==> src/rtl/video_timing_gen.sv <==
// Parametrised raster timing generator: pixel coordinates, syncs, blanking and
// line/frame strobes, all advanced by a registered pixel-enable strobe in one clock domain.
module video_timing_gen #(
  parameter int H_VISIBLE = 640,
  parameter int H_FP      = 16,
  parameter int H_SYNC    = 96,
  parameter int H_BP      = 48,
  parameter int V_VISIBLE = 480,
  parameter int V_FP      = 10,
  parameter int V_SYNC    = 2,
  parameter int V_BP      = 33,
  parameter int HSYNC_POL = 0,
  parameter int VSYNC_POL = 0,
  parameter int CLK_DIV   = 4,
  parameter int CW        = 10,
  parameter int FC_W      = 16
) (
  input  logic            clk,
  input  logic            reset,
  input  logic            run,
  output logic [CW-1:0]   x,
  output logic [CW-1:0]   y,
  output logic            hsync,
  output logic            vsync,
  output logic            video_on,
  output logic            pix_en,
  output logic            line_start,
  output logic            frame_start,
  output logic [FC_W-1:0] frame_count
);

  localparam int H_TOTAL = H_VISIBLE + H_FP + H_SYNC + H_BP;
  localparam int V_TOTAL = V_VISIBLE + V_FP + V_SYNC + V_BP;
  localparam int DIV_W   = (CLK_DIV > 1) ? $clog2(CLK_DIV) : 1;

  localparam logic [DIV_W-1:0] DIV_LAST = DIV_W'(CLK_DIV - 1);
  localparam logic [CW-1:0]    H_LAST   = CW'(H_TOTAL - 1);
  localparam logic [CW-1:0]    V_LAST   = CW'(V_TOTAL - 1);
  localparam logic [CW-1:0]    H_VIS    = CW'(H_VISIBLE);
  localparam logic [CW-1:0]    V_VIS    = CW'(V_VISIBLE);
  localparam logic [CW-1:0]    HS_FIRST = CW'(H_VISIBLE + H_FP);
  localparam logic [CW-1:0]    HS_LAST  = CW'(H_VISIBLE + H_FP + H_SYNC - 1);
  localparam logic [CW-1:0]    VS_FIRST = CW'(V_VISIBLE + V_FP);
  localparam logic [CW-1:0]    VS_LAST  = CW'(V_VISIBLE + V_FP + V_SYNC - 1);
  localparam logic             HS_ACT   = (HSYNC_POL != 0);
  localparam logic             VS_ACT   = (VSYNC_POL != 0);

  if (H_VISIBLE < 1 || H_FP < 1 || H_SYNC < 1 || H_BP < 1 ||
      V_VISIBLE < 1 || V_FP < 1 || V_SYNC < 1 || V_BP < 1 ||
      CLK_DIV < 1 || H_TOTAL > (1 << CW) || V_TOTAL > (1 << CW)) begin : g_bad_params
    $error("video_timing_gen: invalid timing parameters");
  end

  logic [DIV_W-1:0] div;
  logic [DIV_W-1:0] div_nxt;
  logic [CW-1:0]    x_nxt;
  logic [CW-1:0]    y_nxt;
  logic             advance;
  logic             at_origin;
  logic             hsync_nxt;
  logic             vsync_nxt;
  logic             video_on_nxt;

  // Next position: park overrides everything, otherwise step only on a pixel strobe.
  always_comb begin
    div_nxt = (div == DIV_LAST) ? '0 : div + 1'b1;
    advance = run && pix_en;
    x_nxt   = x;
    y_nxt   = y;
    if (!run) begin
      x_nxt = H_LAST;
      y_nxt = V_LAST;
    end else if (pix_en) begin
      if (x == H_LAST) begin
        x_nxt = '0;
        y_nxt = (y == V_LAST) ? '0 : y + 1'b1;
      end else begin
        x_nxt = x + 1'b1;
      end
    end
  end

  // Decode from the next position so the registered syncs line up with registered x/y.
  always_comb begin
    hsync_nxt    = ((x_nxt >= HS_FIRST) && (x_nxt <= HS_LAST)) ? HS_ACT : ~HS_ACT;
    vsync_nxt    = ((y_nxt >= VS_FIRST) && (y_nxt <= VS_LAST)) ? VS_ACT : ~VS_ACT;
    video_on_nxt = (x_nxt < H_VIS) && (y_nxt < V_VIS);
    at_origin    = (x_nxt == '0) && (y_nxt == '0);
  end

  always_ff @(posedge clk or posedge reset) begin
    if (reset) begin
      div         <= '0;
      pix_en      <= 1'b0;
      x           <= H_LAST;
      y           <= V_LAST;
      hsync       <= ~HS_ACT;
      vsync       <= ~VS_ACT;
      video_on    <= 1'b0;
      line_start  <= 1'b0;
      frame_start <= 1'b0;
      frame_count <= '0;
    end else begin
      div         <= div_nxt;
      pix_en      <= (div_nxt == DIV_LAST);
      x           <= x_nxt;
      y           <= y_nxt;
      hsync       <= hsync_nxt;
      vsync       <= vsync_nxt;
      video_on    <= video_on_nxt;
      line_start  <= advance && (x_nxt == '0);
      frame_start <= advance && at_origin;
      if (advance && at_origin) begin
        frame_count <= frame_count + 1'b1;
      end
    end
  end

endmodule

==> config.mk <==
export PLATFORM = sky130hd
export DESIGN_NAME = video_timing_gen
export DESIGN_NICKNAME = d
export VERILOG_FILES = /design/src/rtl/video_timing_gen.sv
export SDC_FILE = /design/constraint.sdc
export NUM_CORES = 1
export LEC_CHECK = 0
export ABC_AREA = 1
export CAP_MARGIN = 10
export CORE_MARGIN = 3
export CORE_UTILIZATION = 51
export DETAILED_ROUTE_END_ITERATION = 8
export PLACE_DENSITY = 0.76
export SLEW_MARGIN = 20
export SYNTH_ARGS = -nofsm -noshare
export SYNTH_HDL_FRONTEND = slang
export SYNTH_SLANG_ARGS = --single-unit
==> constraint.sdc <==
create_clock -name clk -period 2.66 [get_ports clk]
set_input_delay 0.532 -clock clk [delete_from_list [all_inputs] [get_ports clk]]
set_output_delay 0.532 -clock clk [all_outputs]
set_load 0.02 [all_outputs]
### After elaboration in Yosys (flattened, before gate mapping)

Cells that the tools add are included.

| operators by class | value |
|---|---|
| multiplexer cells | 10 |
| magnitude comparators | 6 |
| add/subtract/negate cells | 4 |
| eq/ne operators | 4 |
| reduce and logical (&&, ||, !) cells | 9 |

Operator list:

| kind | count |
|---|---|
| two-way mux 10 bit | 7 |
| adder 10 x 1 -> 10 bit (second input constant) | 2 |
| equality test 10 bit (second input constant) | 2 |
| logical NOT 10 bit | 2 |
| adder 16 x 1 -> 16 bit (second input constant) | 1 |
| >= comparator 10 bit (second input constant) | 1 |
| >= comparator 10 x 9 -> 1 bit (second input constant) | 1 |
| <= comparator 10 bit (second input constant) | 1 |
| <= comparator 10 x 9 -> 1 bit (second input constant) | 1 |
| less-than comparator 10 bit (second input constant) | 1 |
| less-than comparator 10 x 9 -> 1 bit (second input constant) | 1 |
| logical AND 1 bit | 7 |
| equality test 2 bit (second input constant) | 2 |
| adder 2 x 1 -> 2 bit (second input constant) | 1 |
| two-way mux 1 bit | 2 |
| two-way mux 2 bit | 1 |

| storage, ports and cells | value |
|---|---|
| input bits | 3 |
| word-level logic and storage cells | 43 |
| output and inout port bits | 42 |
| flip-flop bits (word level) | 44 |

### Longest topological paths before layout

| logic depth | value |
|---|---|
| word-level depth | 8 |
| mapped depth | 16 |
| mapped depth without buffers | 16 |

### Least setup slack after synthesis

Ideal clock, no wire load.

| timing path | value |
|---|---|
| path kind | reg2reg |
| from | register x[1] |
| to | register frame_count[10] |
| period minus slack after synthesis | 2.195 ns |
| path buffers | 1 |
| stages on the path, launching flop included | 14 |
| library setup time | 0.117 ns |
| required time | 2.543 ns |
| data arrival time | 2.078 ns |
| slack | 0.465 ns |
| cells stage by stage | dfstp_2 -> ha_1 -> nand2_1 -> nor2_8 -> inv_2 -> nor2_4 -> nand4_1 -> nand3_1 -> nand4_1 -> nor2_4 -> buf_6 -> nand3_1 -> nand2_1 -> nand2_1 |

| between the ends | value |
|---|---|
| cells in the longest elaborated chain, start to end | 7 |
| elaborated cells on any way between the ends | 12 |
| classes of those cells | 1 x add/sub; 1 x eq/ne; 6 x mux; 4 x reduce/logical |

RTL lines:

| what | line | text |
|---|---|---|
| start, declared | 21 | `output logic [CW-1:0] x,` |
| start signal, assigned | 106 | `x <= x_nxt;` |
| adder 10 x 1 -> 10 bit or equality test 10 bit (tied branches) | 78, 74 |  |
| two-way mux 10 bit | 74 | `if (x == H_LAST) begin` |
| two-way mux 10 bit | 73 | `end else if (pix_en) begin` |
| two-way mux 10 bit | 70 | `if (!run) begin` |
| logical NOT 10 bit | 88 | `at_origin = (x_nxt == '0) && (y_nxt == '0);` |
| logical AND 1 bit (*) | 88 |  |
| logical AND 1 bit (*) | 113 | `if (advance && at_origin) begin` |
| end signal, assigned | 114 | `frame_count <= frame_count + 1'b1;` |
| end, declared | 29 | `output logic [FC_W-1:0] frame_count` |

Mark *: on every way between the ends. The rest lies on a longest branch, timed or not.
A chain may end at the register's enable or synchronous reset.

### Worst setup path after layout

| timing path | value |
|---|---|
| from | register x[1] |
| to | register frame_count[0] |

Same word-level chain as after synthesis.

==> impl_metrics.csv <==
group,metric,value,unit
outcome,status,"finished clean",
placement,hpwl,5270,um
layout,syn2layout_area_growth,23.5,%
route,drt_iter0_markers,162,
route,drt-total-wl,7120,um
pwr,power_density,415,nW/um^2
timing,tightest_slew,0.541,ns
clocking,cts_buffers,5,
synthesis,synth_edf_count,0,
critical_path,crit_type,"flop to flop",
floorplanning,io_pins,45,
route,wl_per_cell,13.7,um
timing,tns,0,ns
timing,period_share,92.5,%
layout,post-route-util,66.9,%
timing,skew,0.0115,ns
synthesis,synthArstFlopShare,100,%
synthesis,yosysSeqAreaShare,39.4,%
synthesis,yosys_warnings,0,
synthesis,synth-xor-area-share,0.618,%
layout,diodes,0,
layout,drive_gt1_share,12.9,%
route,viasPerCell,5.41,
floorplanning,die_y,80.6,um
synthesis,synth_mux_area_share,0,%
critical_path,cp-end-kind,"flop",
synthesis,yosysTopAreaCell,"dfrtp_1",
route,dr.pass1.iters,5,
clocking,cts_root_buf,"clkbuf_8",
timing,rsz0062_at_grt,"no",
synthesis,synth_fa_ha_area_share,2.65,%
route,num_vias,2808,
global_route,antenna_found_initial,0,
floorplanning,core_area,5240,um^2
synthesis,syn_area,2840,um^2
flow_run,maxCapViolCount,0,
clocking,postCtsSetupBuffers,0,
floorplanning,die_area,6490,um^2
synthesis,postSynthCellCount,397,
timing,finalHoldViolations,0,
clocking,insertion_delay,0.31,ns
floorplanning,start_util,54.1,%
timing,fmax,406,MHz
timing,relSlewSlack,64.0,%
global_route,overflow,0,
placement,place_area,3390,um^2
synthesis,yosys.area_share.simple,40.3,%
synthesis,avgSynthCellArea,7.14,um^2
global_route,grt_pass1_wl,11900,um
global_route,grtUsageTotal,23.6,%
synthesis,synthesis.nets,406,
synthesis,synth-compound-area-share,5.47,%
clocking,cts_htree_levels,2,
timing,finalMaxSlewViolations,0,
synthesis,synthFlopType,"dfrtp_1",
synthesis,synthTopCellsByArea,"dfrtp_1 28%, nand2_1 14%, dfstp_2 11%",
synthesis,synth_top_family_by_area,"simple AND/OR/NAND/NOR gates",
layout,fin_nets,457,
critical_path,cp.required,2.91,ns
timing,setup_viol,0,
synthesis,synth.distinct_cells,33,
synthesis,synth_top_area_share,28.2,%
pwr,ir_drop,384,uV
synthesis,ys_ff_latch,44,
global_route,grt_start_max_net_pins,45,
floorplanning,die_w,80.6,um
clocking,clk_path_buf_depth,2,
pwr,p_leak,1.73,nW
placement,port_buffers,44,
clocking,clkTransAtPathRegs,0.09,ns
layout,final_area,3500,um^2
placement,place_congestion,0.992,
floorplanning,fp-row-count,26,
clocking,clock-sinks,44,
clocking,cts_resized,0,
route,drc,0,
clocking,cts_tree,"done",
worst_hold_path,hold_path_class,"flop to flop",
route,postRouteAntennaNets,0,
critical_path,startpoint_type,"flop",
global_route,first_global_vias,2597,
critical_path,critical_path_arrival,2.71,ns
timing,layout_min_cycle_time,2.46,ns
clocking,cts_hold_buffers,0,
critical_path,crit_fanout,23,
[where the power goes]
| part | internal [mW] | total (mW) | leakage, nW | switching (mW) |
|---|---|---|---|---|
| registers | 0.691 | 0.709 | 0.569 | 0.0183 |
| logic | 0.0690 | 0.198 | 1.11 | 0.129 |
| clock network | 0.283 | 0.548 | 0.0548 | 0.264 |
| total | 1.04 | 1.45 | 1.73 | 0.411 |
[cells in the mapped netlist, types with 3 or more instances]
master	count
o21bai_1	3
dfrtp_1	32
dfstp_2	12
nand2_2	3
a21oi_1	7
inv_1	60
nor2_1	33
nand3_2	5
nor3_1	10
nor2_4	3
inv_2	9
buf_4	4
o21ai_0	10
nand4_1	24
ha_1	6
nand2_1	109
nor2_2	5
nand3_1	43
[worst max-delay path: stages (launching register included)]
cell	delay (ns)
dfstp_2	0.57
ha_1	0.18
nand2_1	0.15
nor2_8	0.18
nand4_1	0.24
nand3_1	0.22
nand2_1	0.06
nor2_1	0.12
nand3_2	0.12
nor2_4	0.12
buf_12	0.16
nand2_1	0.10
inv_2	0.08
nand2_1	0.05
nand2_1	0.05
[layout make-up]
cell class / count / area [um^2]
clock buffer: 5 / 68.8
inverter: 70 / 268
sequential: 44 / 1120
timing repair buffer: 52 / 526
multi-input combinational: 275 / 1390
tap: 70 / 87.6
fill: 467 / 1740
clock inverter: 3 / 46.3
[worst paths after layout]
path                                  start  cells past startpoint  slack (ns)                          to
max                          x[1]$_DFF_PP1_                     14        0.20  frame_count[0]$_DFFE_PP0P_
max in group asynchronous             reset                      3        1.62              x[4]$_DFF_PP1_
min reg2reg                div[0]$_DFF_PP0_                      1        0.47            div[0]$_DFF_PP0_
min in group asynchronous             reset                      3        0.65              y[1]$_DFF_PP0_
max reg2reg                  x[1]$_DFF_PP1_                     14        0.20  frame_count[0]$_DFFE_PP0P_
min                        div[0]$_DFF_PP0_                      1        0.47            div[0]$_DFF_PP0_
[cell usage in the layout (no fill, tap or decap), types with 2 or more instances in the layout]
cell | synthesis | routed
a21oi_1 | 7 | 7
a31oi_1 | 2 | 2
buf_12 | 0 | 2
buf_4 | 4 | 6
clkbuf_8 | 0 | 5
clkdlybuf4s50_1 | 0 | 44
dfrtp_1 | 32 | 32
dfstp_2 | 12 | 12
ha_1 | 6 | 6
inv_1 | 60 | 59
inv_2 | 9 | 9
nand2_1 | 109 | 109
nand2_2 | 3 | 3
nand3_1 | 43 | 43
nand3_2 | 5 | 5
nand4_1 | 24 | 24
nor2_1 | 33 | 33
nor2_2 | 5 | 5
nor2_4 | 3 | 3
nor3_1 | 10 | 10
o21ai_0 | 10 | 10
o21ai_1 | 2 | 2
o21bai_1 | 3 | 3
xnor2_1 | 2 | 2
[cells by family after synthesis]
logic type,after synthesis
compound gates,27
xor+xnor,2
fa+ha+maj,6
buf+inv,78
flops,44
simple gates,240
[routing by layer]
layer  track usage [%]  wire, um  vias up
li1                  -         -     1373
met1              32.3      3240     1304
met2              37.1      3270      109
met3              4.37       441       22
met4              8.61       169        0
met5                 0         0        -
[sequential cells by signal, indices dropped and copies added (netlist names)]
name,flops
div,2
frame_count,16
frame_start,1
hsync,1
line_start,1
pix_en,1
video_on,1
vsync,1
x,10
y,10
[metrics by stage]
stage,setup WS [ns],cells,power (mW),hold slack (ns)
2_1_floorplan,0.465,397,0.848,0.428
3_3_place_gp,0.258,511,0.915,0.442
3_5_place_dp,0.217,511,0.918,0.453
4_1_cts,0.212,519,1.46,0.465
5_1_grt,0.000194,519,1.50,0.497
6_report,0.199,519,1.45,0.470
Power figures use the tool's default switching activity.
